$ cat src/rtl/icap_loader_pkg.sv
// Shared types and helpers for the ICAP stream loader.
// Holds the loader state encoding, the sync word and the per-byte bit swap.
package icap_loader_pkg;

    typedef enum logic [1:0] {
        IDLE,
        ARM,
        LOAD,
        END
    } state_t;

    localparam logic [31:0] SYNC_WORD = 32'hAA995566;

    // ICAP expects bit 0 of each file byte on the MSB of that byte lane
    function automatic logic [31:0] bit_swap(input logic [31:0] w);
        logic [31:0] r;
        r = '0;
        for (int b = 0; b < 4; b++) begin
            for (int i = 0; i < 8; i++) begin
                r[8*b+i] = w[8*b+7-i];
            end
        end
        return r;
    endfunction

endpackage

$ cat src/rtl/icap_loader_fifo.sv
// Show-ahead FIFO of 32-bit words plus a last flag.
// Writes at full and reads at empty are dropped.
module icap_loader_fifo
    import icap_loader_pkg::*;
#(
    parameter int DEPTH = 16
) (
    input  logic        clk,
    input  logic        rst_n,
    input  logic        wr_en,
    input  logic [31:0] wr_data,
    input  logic        wr_last,
    input  logic        rd_en,
    output logic [31:0] rd_data,
    output logic        rd_last,
    output logic        full,
    output logic        empty
);

    localparam int AW = $clog2(DEPTH);

    logic [32:0]   mem [DEPTH];
    logic [AW-1:0] wp;
    logic [AW-1:0] rp;
    logic [AW:0]   cnt;
    logic          do_wr;
    logic          do_rd;

    assign full  = (cnt == (AW+1)'(DEPTH));
    assign empty = (cnt == '0);
    assign do_wr = wr_en && !full;
    assign do_rd = rd_en && !empty;

    assign {rd_last, rd_data} = mem[rp];

    always_ff @(posedge clk or negedge rst_n) begin
        if (!rst_n) begin
            wp  <= '0;
            rp  <= '0;
            cnt <= '0;
        end else begin
            if (do_wr) wp <= wp + 1'b1;
            if (do_rd) rp <= rp + 1'b1;
            unique case ({do_wr, do_rd})
                2'b10:   cnt <= cnt + 1'b1;
                2'b01:   cnt <= cnt - 1'b1;
                default: cnt <= cnt;
            endcase
        end
    end

    always_ff @(posedge clk) begin
        if (do_wr) mem[wp] <= {wr_last, wr_data};
    end

endmodule

$ cat src/rtl/icap_stream_loader.sv
// Streams a partial bitstream from a valid/ready source into ICAPE2/ICAPE3.
// Define ICAP_SYNC_CHECK_EN to build the advisory sync-word window check.
module icap_stream_loader
    import icap_loader_pkg::*;
#(
    parameter int FIFO_DEPTH  = 16,
    parameter int COUNT_W     = 24,
    parameter int BIT_SWAP    = 1,
    parameter int SYNC_WINDOW = 64
) (
    input  logic               CLK,
    input  logic               RST_N,
    input  logic               START,
    input  logic [31:0]        S_DATA,
    input  logic               S_VALID,
    input  logic               S_LAST,
    output logic               S_READY,
    output logic               BUSY,
    output logic               DONE,
    output logic               ERR,
    output logic [COUNT_W-1:0] WORD_COUNT,
    output logic               ICAP_CSIB,
    output logic               ICAP_RDWRB,
    output logic [31:0]        ICAP_I
);

    state_t       state;
    logic         last_seen;
    logic         tail_popped;
    logic         fifo_full;
    logic         fifo_empty;
    logic [31:0]  rd_data;
    logic         rd_last;
    logic         push;
    logic         pop;

    assign S_READY = (state == LOAD) && !last_seen && !fifo_full;
    assign push    = S_VALID && S_READY;
    assign pop     = (state == LOAD) && !fifo_empty;
    assign BUSY    = (state != IDLE);

    icap_loader_fifo #(
        .DEPTH(FIFO_DEPTH)
    ) u_fifo (
        .clk    (CLK),
        .rst_n  (RST_N),
        .wr_en  (push),
        .wr_data(S_DATA),
        .wr_last(S_LAST),
        .rd_en  (pop),
        .rd_data(rd_data),
        .rd_last(rd_last),
        .full   (fifo_full),
        .empty  (fifo_empty)
    );

    always_ff @(posedge CLK or negedge RST_N) begin
        if (!RST_N) begin
            state       <= IDLE;
            last_seen   <= 1'b0;
            tail_popped <= 1'b0;
            DONE        <= 1'b0;
            WORD_COUNT  <= '0;
            ICAP_CSIB   <= 1'b1;
            ICAP_RDWRB  <= 1'b1;
            ICAP_I      <= '0;
        end else begin
            DONE <= 1'b0;
            if (!ICAP_CSIB && WORD_COUNT != {COUNT_W{1'b1}})
                WORD_COUNT <= WORD_COUNT + 1'b1;
            unique case (state)
                IDLE: begin
                    if (START) begin
                        state       <= ARM;
                        ICAP_RDWRB  <= 1'b0;
                        WORD_COUNT  <= '0;
                        last_seen   <= 1'b0;
                        tail_popped <= 1'b0;
                    end
                end
                ARM: begin
                    state <= LOAD;
                end
                LOAD: begin
                    if (push && S_LAST) last_seen <= 1'b1;
                    if (pop) begin
                        ICAP_I    <= (BIT_SWAP != 0) ? bit_swap(rd_data) : rd_data;
                        ICAP_CSIB <= 1'b0;
                        if (rd_last) tail_popped <= 1'b1;
                    end else begin
                        // the tail word has left an empty FIFO: load is drained
                        ICAP_CSIB <= 1'b1;
                        if (tail_popped) state <= END;
                    end
                end
                END: begin
                    ICAP_CSIB  <= 1'b1;
                    ICAP_RDWRB <= 1'b1;
                    DONE       <= 1'b1;
                    state      <= IDLE;
                end
                default: state <= IDLE;
            endcase
        end
    end

`ifdef ICAP_SYNC_CHECK_EN
    localparam int WIN_W = $clog2(SYNC_WINDOW + 1);

    logic             err;
    logic             matched;
    logic [WIN_W-1:0] win;

    always_ff @(posedge CLK or negedge RST_N) begin
        if (!RST_N) begin
            err     <= 1'b0;
            matched <= 1'b0;
            win     <= '0;
        end else if (state == IDLE && START) begin
            err     <= 1'b0;
            matched <= 1'b0;
            win     <= '0;
        end else begin
            if (push && !matched) begin
                if (S_DATA == SYNC_WORD)
                    matched <= 1'b1;
                else if (win == WIN_W'(SYNC_WINDOW - 1))
                    err <= 1'b1;
                if (win != WIN_W'(SYNC_WINDOW))
                    win <= win + 1'b1;
            end
            if (state == END && !matched) err <= 1'b1;
        end
    end

    assign ERR = err;
`else
    assign ERR = 1'b0;
`endif

endmodule

$ cat config.mk
export PLATFORM = sky130hd
export DESIGN_NAME = icap_stream_loader
export DESIGN_NICKNAME = d
export VERILOG_FILES = /design/src/rtl/icap_loader_pkg.sv /design/src/rtl/icap_loader_fifo.sv /design/src/rtl/icap_stream_loader.sv
export SDC_FILE = /design/constraint.sdc
export NUM_CORES = 1
export LEC_CHECK = 0
export BUFFER_PORTS_ARGS = -buffer_cell sky130_fd_sc_hd__buf_2
export CAP_MARGIN = 5
export CORE_UTILIZATION = 51
export DETAILED_ROUTE_END_ITERATION = 7
export HOLD_SLACK_MARGIN = 0.08
export PLACE_DENSITY = 0.77
export SLEW_MARGIN = 40
export SYNTH_ARGS = -nofsm -noshare
export SYNTH_HDL_FRONTEND = slang
export SYNTH_SLANG_ARGS = --single-unit
$ cat constraint.sdc
create_clock -name CLK -period 5.1 [get_ports CLK]
set_clock_uncertainty 0.05 [all_clocks]
set_input_delay 1.02 -clock CLK [delete_from_list [all_inputs] [get_ports CLK]]
set_output_delay 1.02 -clock CLK [all_outputs]
set_load 0.01 [all_outputs]
Yosys cells after proc, flatten, opt, wreduce, memory -nomap -nowiden --
Memories as Yosys holds them, arrays and structs flattened. Cells that the tools add are included.
Storage, ports and cells: ROM bits 0, word-level logic and storage cells 74, output and inout bits 62, bits in writable memories 528, register bits 76, input bits 37, bits in latches 0, memories 1
Memory list:
- u_fifo.mem | words 16, width 33, rd ports 1, clocked after memory_dff 0, wr ports 1, line icap_loader_fifo.sv:22 | logic [32:0] mem [DEPTH];
Operators by class: order comparisons 0, equality and inequality tests 13, reductions and logical operators 24, bitwise logic cells 0, divide/modulo/power cells 0, shifts and indexed selects 0, add/sub/neg operators 5, multiply operators 0, muxes and demuxes 20
Operator list (number):
- $mux W24 | 3
- $add A24 B1 Y24 const B | 1
- $ne A24 B24 Y1 const B | 1
- $pmux W5 S2 | 1
- $reduce_bool A2 Y1 | 5
- $add A4 B1 Y4 const B | 2
- $logic_and A1 B1 Y1 | 8
- $mux W1 | 8
- $ne A2 B2 Y1 const B | 4
- $pmux W1 S2 | 4
- $pmux W2 S4 | 1
- $eq A2 B2 Y1 const B | 3
- $mux W2 | 3
- $reduce_and A3 Y1 | 2
- $add A5 B1 Y5 const B | 1
- $eq A5 B5 Y1 const B | 1
- $logic_not A5 Y1 | 1
- $sub A5 B1 Y5 const B | 1
- $eq A2 B1 Y1 const B | 2
- $logic_not A1 Y1 | 4
- $ne A2 B1 Y1 const B | 2
- $reduce_and A2 Y1 | 2
- $reduce_and A4 Y1 | 1
- $logic_not A2 Y1 | 1

Logic depth before layout (Yosys ltp) --
Gate-level depths: netlist of run 1.
depth after elaboration 7, gate-level depth with buffers 15, depth with buffers taken out 14

By module --
From an unflattened synthesis of run 1, not the netlist that was laid out.
Unflattened totals: cells, all modules 1305, area total of the unflattened synthesis 24392.1 µm²
Modules (own cells, without submodules):
- icap_loader_fifo | area each 21395.5 µm², times used 1, cells an instance 1042
- icap_stream_loader | area each 2996.6 µm², times used 1, cells an instance 263

Least setup slack after synthesis of run 1 --
Ideal clock, no wire load.
path kind register -> register, start register state[0], end memory u_fifo.mem[0][0], enable pin, clock period less this slack 5.111 ns, library setup time 0.506 ns, cell stages (with the launch flop) 9, required time 4.544 ns, setup slack -0.011 ns, arrival 4.555 ns, cells stage by stage dfrtp_1 inv_1 ha_1 nand2b_1 a21oi_1 and2_1 buf_4 inv_2 nor4_1
On the way: word-level cells in the longest chain between the ends 7
RTL lines:
- start: declaration | line icap_stream_loader.sv:27 | state_t state;
- start signal: assignment | line icap_stream_loader.sv:59 | state <= IDLE;
- start signal: assignment | line icap_stream_loader.sv:74 | state <= ARM;
- start signal: assignment | line icap_stream_loader.sv:82 | state <= LOAD;
- $eq A2 B2 Y1 | line icap_stream_loader.sv:37 | assign S_READY = (state == LOAD) && !last_seen && !fifo_full;
- $logic_and A1 B1 Y1 (2 in series) | line icap_stream_loader.sv:37
- via S_READY | line icap_stream_loader.sv:17 | output logic S_READY,
- $logic_and A1 B1 Y1 | line icap_stream_loader.sv:38 | assign push = S_VALID && S_READY;
- $logic_and A1 B1 Y1 | line icap_loader_fifo.sv:31 | assign do_wr = wr_en && !full;
- $mux W1 | line icap_loader_fifo.sv:53 | if (do_wr) mem[wp] <= {wr_last, wr_data};
- $mux W1 (not written as such) | line icap_loader_fifo.sv:53
- end: declaration | line icap_loader_fifo.sv:22
The timed path passes the listed nets, and every way through them passes these cells.

Worst setup path after layout of run 1 --
start register state[0], end register u_fifo.cnt[4]
On the way: word-level cells in the longest chain between the ends 7
RTL lines:
- $eq A2 B2 Y1 * | line icap_stream_loader.sv:37, icap_stream_loader.sv:39
- $logic_and A1 B1 Y1 (2 in series) | line icap_stream_loader.sv:37
- $logic_and A1 B1 Y1 | line icap_stream_loader.sv:38
- $logic_and A1 B1 Y1 | line icap_loader_fifo.sv:31
- $eq A2 B1 Y1 or $eq A2 B2 Y1 (tied branches) | line icap_loader_fifo.sv:44 | unique case ({do_wr, do_rd})
- $pmux W5 S2 or $reduce_bool A2 Y1 (tied branches)
- end signal: assignment | line icap_loader_fifo.sv:45 | 2'b10: cnt <= cnt + 1'b1;
- end signal: assignment | line icap_loader_fifo.sv:46 | 2'b01: cnt <= cnt - 1'b1;
- end signal: assignment | line icap_loader_fifo.sv:47 | default: cnt <= cnt;
- end: declaration | line icap_loader_fifo.sv:25 | logic [AW:0] cnt;
Mark *: on every way between the ends. The rest lies on a longest branch, timed or not. A chain may end at the register's enable or synchronous reset.

==> results of run 1 <==
[power breakdown]
group / switching [mW] / internal (mW) / total, mW / leakage [nW]
registers: 0.430 / 5.78 / 6.21 / 5.71
clock network: 1.78 / 2.51 / 4.29 / 0.912
logic: 1.92 / 1.66 / 3.58 / 2.55
total: 4.12 / 9.95 / 14.1 / 9.18
[registers in the layout, summed over array words and instances, names as in the netlist]
signal and flops:
u_fifo.rp 4, last_seen 1, tail_popped 1, ICAP_I 32
u_fifo.wp 4, WORD_COUNT 24, DONE 1, ICAP_CSIB 1
u_fifo.mem 528, state 2, ICAP_RDWRB 1, u_fifo.cnt 5
[cell usage in the layout (no fill, tap or decap), drive strengths merged, types with 31 or more instances in the layout]
cell type,instances
nor2,35
buf,125
dfrtp,74
mux4,129
o221ai,31
mux2i,40
edfxtp,528
o21ai,47
clkbuf,76
nand2,96
[critical path, stage by stage, from the launching register on]
cell and delay (ns):
dfrtp_1 0.38, inv_1 0.12, ha_1 0.32, nand2b_1 0.10, a21oi_1 0.16, and2_1 0.35, inv_2 0.15, ha_1 0.27
ha_1 0.33, nor2b_1 0.14, o21ai_0 0.23, a21oi_1 0.10, or3b_2 0.45, xnor2_1 0.14
[per-stage QoR]
stage                     area, µm²  utilization [%]  TNS [ns]  worst slack, ns
after floorplan               23600                -     -1.43          -0.0108
after global placement        24800             54.5         0             1.74
after detailed placement      25000             55.0         0             1.70
after CTS                     26900             59.1         0             1.73
after global routing          26900             59.2         0             1.44
final                         26900             59.2         0             1.71
[worst max-delay path by stage]
stage | cells past startpoint | slack (ns) | endpoint
6_report | 13 | 1.71 | u_fifo.cnt[4]
2_1_floorplan | 8 | -0.01 | u_fifo.mem[0][0]
5_1_grt | 13 | 1.44 | u_fifo.cnt[4]
4_1_cts | 13 | 1.73 | u_fifo.cnt[4]
3_3_place_gp | 11 | 1.74 | u_fifo.cnt[4]
3_5_place_dp | 11 | 1.70 | u_fifo.cnt[4]
[logic make-up after synthesis]
family	synth area share (%)
compound gates	3.16
xor+xnor	0.964
fa+ha+maj	0.827
buf+inv	1.59
flops	75.2
mux	14.0
other cells	0.0159
simple gates	4.18
[final cells by class]
type / count / area share [%]
Inverter: 18 / 0.251
Clock inverter: 32 / 1.38
Tap cell: 600 / 2.79
Sequential cell: 604 / 66.0
Multi-Input combinational cell: 522 / 20.6
Clock buffer: 76 / 5.68
Timing Repair Buffer: 125 / 3.23
[per-layer routing]
metal  vias up  part of all wire, %  GRT usage, %
li1       5110                    -             -
met3        77                  6.2          3.47
met2       497                   52          37.6
met5         -                    0             0
met1      6278                   39          28.2
met4         0                  2.4          6.88
==> key figures, run 1 <==
Timing
  – Final setup fails: 0
  – Least-Margin Pin Slew: 0.795 ns
  – Slew headroom: 47.0%
  – Max Slew Vio Count: 0
  – Fin. Hold Viols: 0
  – Tcrit/Tclk final: 66.6%
  – Fmax: 295 MHz
  – RSZ-0062 raised after global routing: false
  – Fin crit period: 3.39 ns
  – Hold slack: 0.262 ns

CTS
  – TritonCTS buffer count: 58
  – CTS tree: yes
  – Hold_buf cts: 0
  – CTS Buffer Depth: 3
  – Root Buffer: clkbuf_16
  – Clock transition at path regs: 0.06 ns
  – Post-CTS Resized: 0
  – Setup Fix Bufs, Post-CTS: 0
  – CTS HTree Levels: 2
  – Clock latency on the worst-skew pair: 0.60 ns
  – Clock sinks: 604

Yosys
  – Count leader, synth: edfxtp_1
  – Asr flop ratio synth: 12.6%
  – Most frequent cells after synthesis: 528 x edfxtp_1, 129 x mux4_2, 96 x nand2_1
  – Post-synth top flop: edfxtp_1
  – Syn Nets: 1255
  – Synth top area share: 67.1%
  – Number of synthesized flops with an enable pin: 528
  – Ys Warns: 0
  – Synth unique cells: 57
  – Avg Inst Size Synth: 19.6 µm²
  – Top post-synthesis cells by area: edfxtp_1 67%, mux4_2 12%, dfrtp_1 7.8%
  – Synth Cell Area: 23600 µm²
  – Yosys reg bits: 604
  – Sequential-to-total area share from yosys stat: 75.2%
  – Cell taking the most area after synthesis: edfxtp_1
  – Gate Count Post-Synth: 1203

Place
  – Cells after DPL: 1868
  – Placed wire-length estimate: 28.0 mm
  – GP Congestion: 0.837
  – IO Port Bufs: 97

Run
  – Max Cap Viol: 0

Worst setup path
  – Worst Path Max Fanout: 9
  – Critical path class: register to register
  – R2r endpoint: u_fifo.cnt[4]
  – Startpoint Class: register
  – CP arrival: 3.82 ns
  – R2r worst-path depth: 13
  – Critical R2R Launch: state[0]
  – FF-to-FF setup slack: 1.71 ns
  – CP startpoint: state[0]
  – CP required: 5.53 ns
  – Critical path endpoint category: register

Global route
  – Initial antenna violation count: 0
  – Total grt overflow: 0
  – Largest net degree at the start of global routing: 66
  – Total GRT Usage: 21.7%
  – Global-route wire length before repair: 75.8 mm
  – Vias in the first global route: 12200

Detailed routing
  – Post-Route WL: 49.8 mm
  – Vias per cell: 6.05
  – Vias: 12000
  – Initial DRC Count: 1070
  – Number of remaining DRC errors: 0
  – Routed WL per cell: 25.2 µm
  – First-pass DRT Iterations: 5
  – Antenna-violating nets left: 0

Final layout
  – Footprint of the multi-input gates: 5560 µm²
  – # diodes: 0
  – # fillers: 3210
  – Fin cells: 1977
  – Proportion of layout cells with a drive suffix above 1: 27.2%
  – Nets: 1381
  – Seq. cell area: 17800 µm²
  – Layout area overhead: 14.0%

Floorplanning
  – Die height: 217 µm
  – Die width: 217 µm
  – Die Area: 47200 µm²
  – Initial core utilization: 51.9%
  – IO Pins: 99
  – Row cnt: 78
  – Core area: 45500 µm²

Power
  – Worst IR Drop VDD: 0.000330 V
  – Leakage: 9.18 nW
  – Overall Power: 14.1 mW
  – Power per Cell Area: 523 nW/µm²

Status
  – Status: completed

Min path
  – Hold crit path type: primary input to asynchronous set/reset pin
Power figures use the tool's default switching activity.
==> inputs of run 2 (changes only) <==
Clock period 5.1 ns to 2.82 ns, I/O delays scaled along.
==> key figures, run 2 (synthesized netlist as in run 1, its figures left out) <==
Timing
  – Fin. Hold Viols: 0
  – Tcrit/Tclk final: 92.9%
  – Fin crit period: 2.62 ns
  – Hold slack: 0.251 ns
  – Final setup fails: 0
  – Least-Margin Pin Slew: 0.719 ns
  – RSZ-0062 raised after global routing: false
  – Slew headroom: 52.1%
  – Max Slew Vio Count: 0
  – Setup tns final: 0 ns
  – Worst Setup Slack, final: 0.201 ns
  – Fmax: 382 MHz

Place
  – Placed wire-length estimate: 29.0 mm
  – GP Congestion: 0.875
  – Area after DPL: 25300 µm²
  – Post-Place Worst Slack: -0.0517 ns
  – IO Port Bufs: 97

Worst setup path
  – Critical R2R Launch: state[0]
  – Startpoint Class: register
  – Critical path endpoint category: register
  – CP arrival: 2.86 ns
  – Crit-path max cell delay: 0.39 ns
  – CP required: 3.06 ns
  – Critical path class: register to register
  – CP startpoint: state[0]
  – Worst Path Max Fanout: 19
  – Slowest cell on crit path: dfrtp_1
  – Cell mode on critical path: buf_4
  – Critical-path cell list: inv_2 -> ha_4 -> nand2b_1 -> a21oi_2 -> and2_4 -> buf_4 -> buf_4 -> nand3b_1 -> nor2_4 -> buf_4

Detailed routing
  – Vias: 12200
  – Vias per cell: 6.09
  – Post-Route WL: 50.8 mm
  – Antenna-violating nets left: 0
  – First-pass DRT Iterations: 5
  – Initial DRC Count: 1179
  – Number of remaining DRC errors: 0
  – Routed WL per cell: 25.3 µm

Final layout
  – Proportion of layout cells with a drive suffix above 1: 29.1%
  – Most frequent cells in the layout: 528 x edfxtp_1, 129 x mux4_2, 96 x buf_2, 95 x nand2_1, 69 x dfrtp_1
  – Top reg by flops: u_fifo.mem
  – Post-Layout Inst Area: 27200 µm²
  – # fillers: 3184
  – Leading cell type in the layout, fill and taps excluded: edfxtp_1
  – Max reg flops: 528
  – Nets: 1407
  – Layout area overhead: 15.2%
  – Largest regs: u_fifo.mem (528), ICAP_I (32), WORD_COUNT (24)

Global route
  – Total grt overflow: 0
  – Global-route wire length before repair: 77.2 mm
  – Vias in the first global route: 12700
  – Total GRT Usage: 22.2%
  – Largest net degree at the start of global routing: 66
  – Initial antenna violation count: 1

Power
  – Overall Power: 25.7 mW
  – Leakage: 9.32 nW
  – Worst IR Drop VDD: 0.000616 V
  – Power per Cell Area: 945 nW/µm²

CTS
  – CTS tree: yes
  – Clock transition at path regs: 0.06 ns
  – CTS HTree Levels: 2
  – Clock latency on the worst-skew pair: 0.64 ns
  – Clock sinks: 604
  – CTS Buffer Depth: 3
  – Root Buffer: clkbuf_16
  – TritonCTS buffer count: 58

Min path
  – Hold crit path type: primary input to register
  – Hold_sp: S_DATA[5]

Floorplanning
  – IO Pins: 99
  – Die width: 217 µm
  – Die height: 217 µm
  – Row cnt: 78
  – Die Area: 47200 µm²
  – Initial core utilization: 51.9%
  – Core area: 45500 µm²

Status
  – Status: completed

Run
  – Max Cap Viol: 0
-- run 2: metal layers --
| metal | global-route usage [%] | up-vias | share of wire, % | routed length, µm |
|---|---|---|---|---|
| li1 | - | 5169 | - | - |
| met4 | 6.78 | 0 | 2.1 | 1090 |
| met3 | 3.61 | 92 | 6.7 | 3400 |
| met5 | 0 | - | 0 | 0 |
| met2 | 36.8 | 526 | 50 | 25500 |
| met1 | 30.3 | 6423 | 41 | 20800 |
-- run 2: layout make-up --
class | count | area [µm²] | area share [%]
well taps | 600 | 751 | 2.76
clock inverters | 28 | 299 | 1.10
clock buffers | 82 | 1570 | 5.78
flip-flops and latches | 604 | 17800 | 65.3
inverters | 18 | 75.1 | 0.276
diodes | 1 | 2.50 | 0.00920
multi-input cells | 522 | 5640 | 20.7
repair buffers | 151 | 1110 | 4.07
-- run 2: stage by stage --
stage	utilization, %	instances
finish	59.8	2006
global route	59.8	2006
CTS	59.8	2004
detailed placement	55.6	1893
global placement	55.6	1893
floorplan	-	1203
-- run 2: power breakdown --
part           switching [mW]  leakage [nW]  internal, mW  total [mW]
logic                    3.84          2.70          3.29        7.12
registers               0.541          5.71          10.5        11.0
clock network            3.33         0.911          4.28        7.61
-- run 2: final timing paths --
kind	end	cells past startpoint	slack (ns)
setup / recovery	u_fifo.mem[8][13]	10	0.20
hold / removal	u_fifo.mem[6][5]	1	0.25
setup reg to reg	u_fifo.mem[8][13]	10	0.20
hold reg to reg	ICAP_I[12]	2	0.42
max in group asynchronous	ICAP_I[29]	3	1.55
min in group asynchronous	ICAP_I[15]	2	0.40
-- run 2: critical path: cells and delay by family, from the launching register on --
family          cells  cell delay [ns]
compound gates      1             0.13
fa+ha+maj           1             0.13
buf+inv             4             0.72
flops               1             0.39
simple gates        4             0.85
-- run 2: timing repair --
action	CTS	global route
hold buffers	1	0
hold endpoints to repair	28	0
pin swaps	1	2
endpoints found under the setup margin	1	1
resized for setup	4	2
buffers inserted	0	1
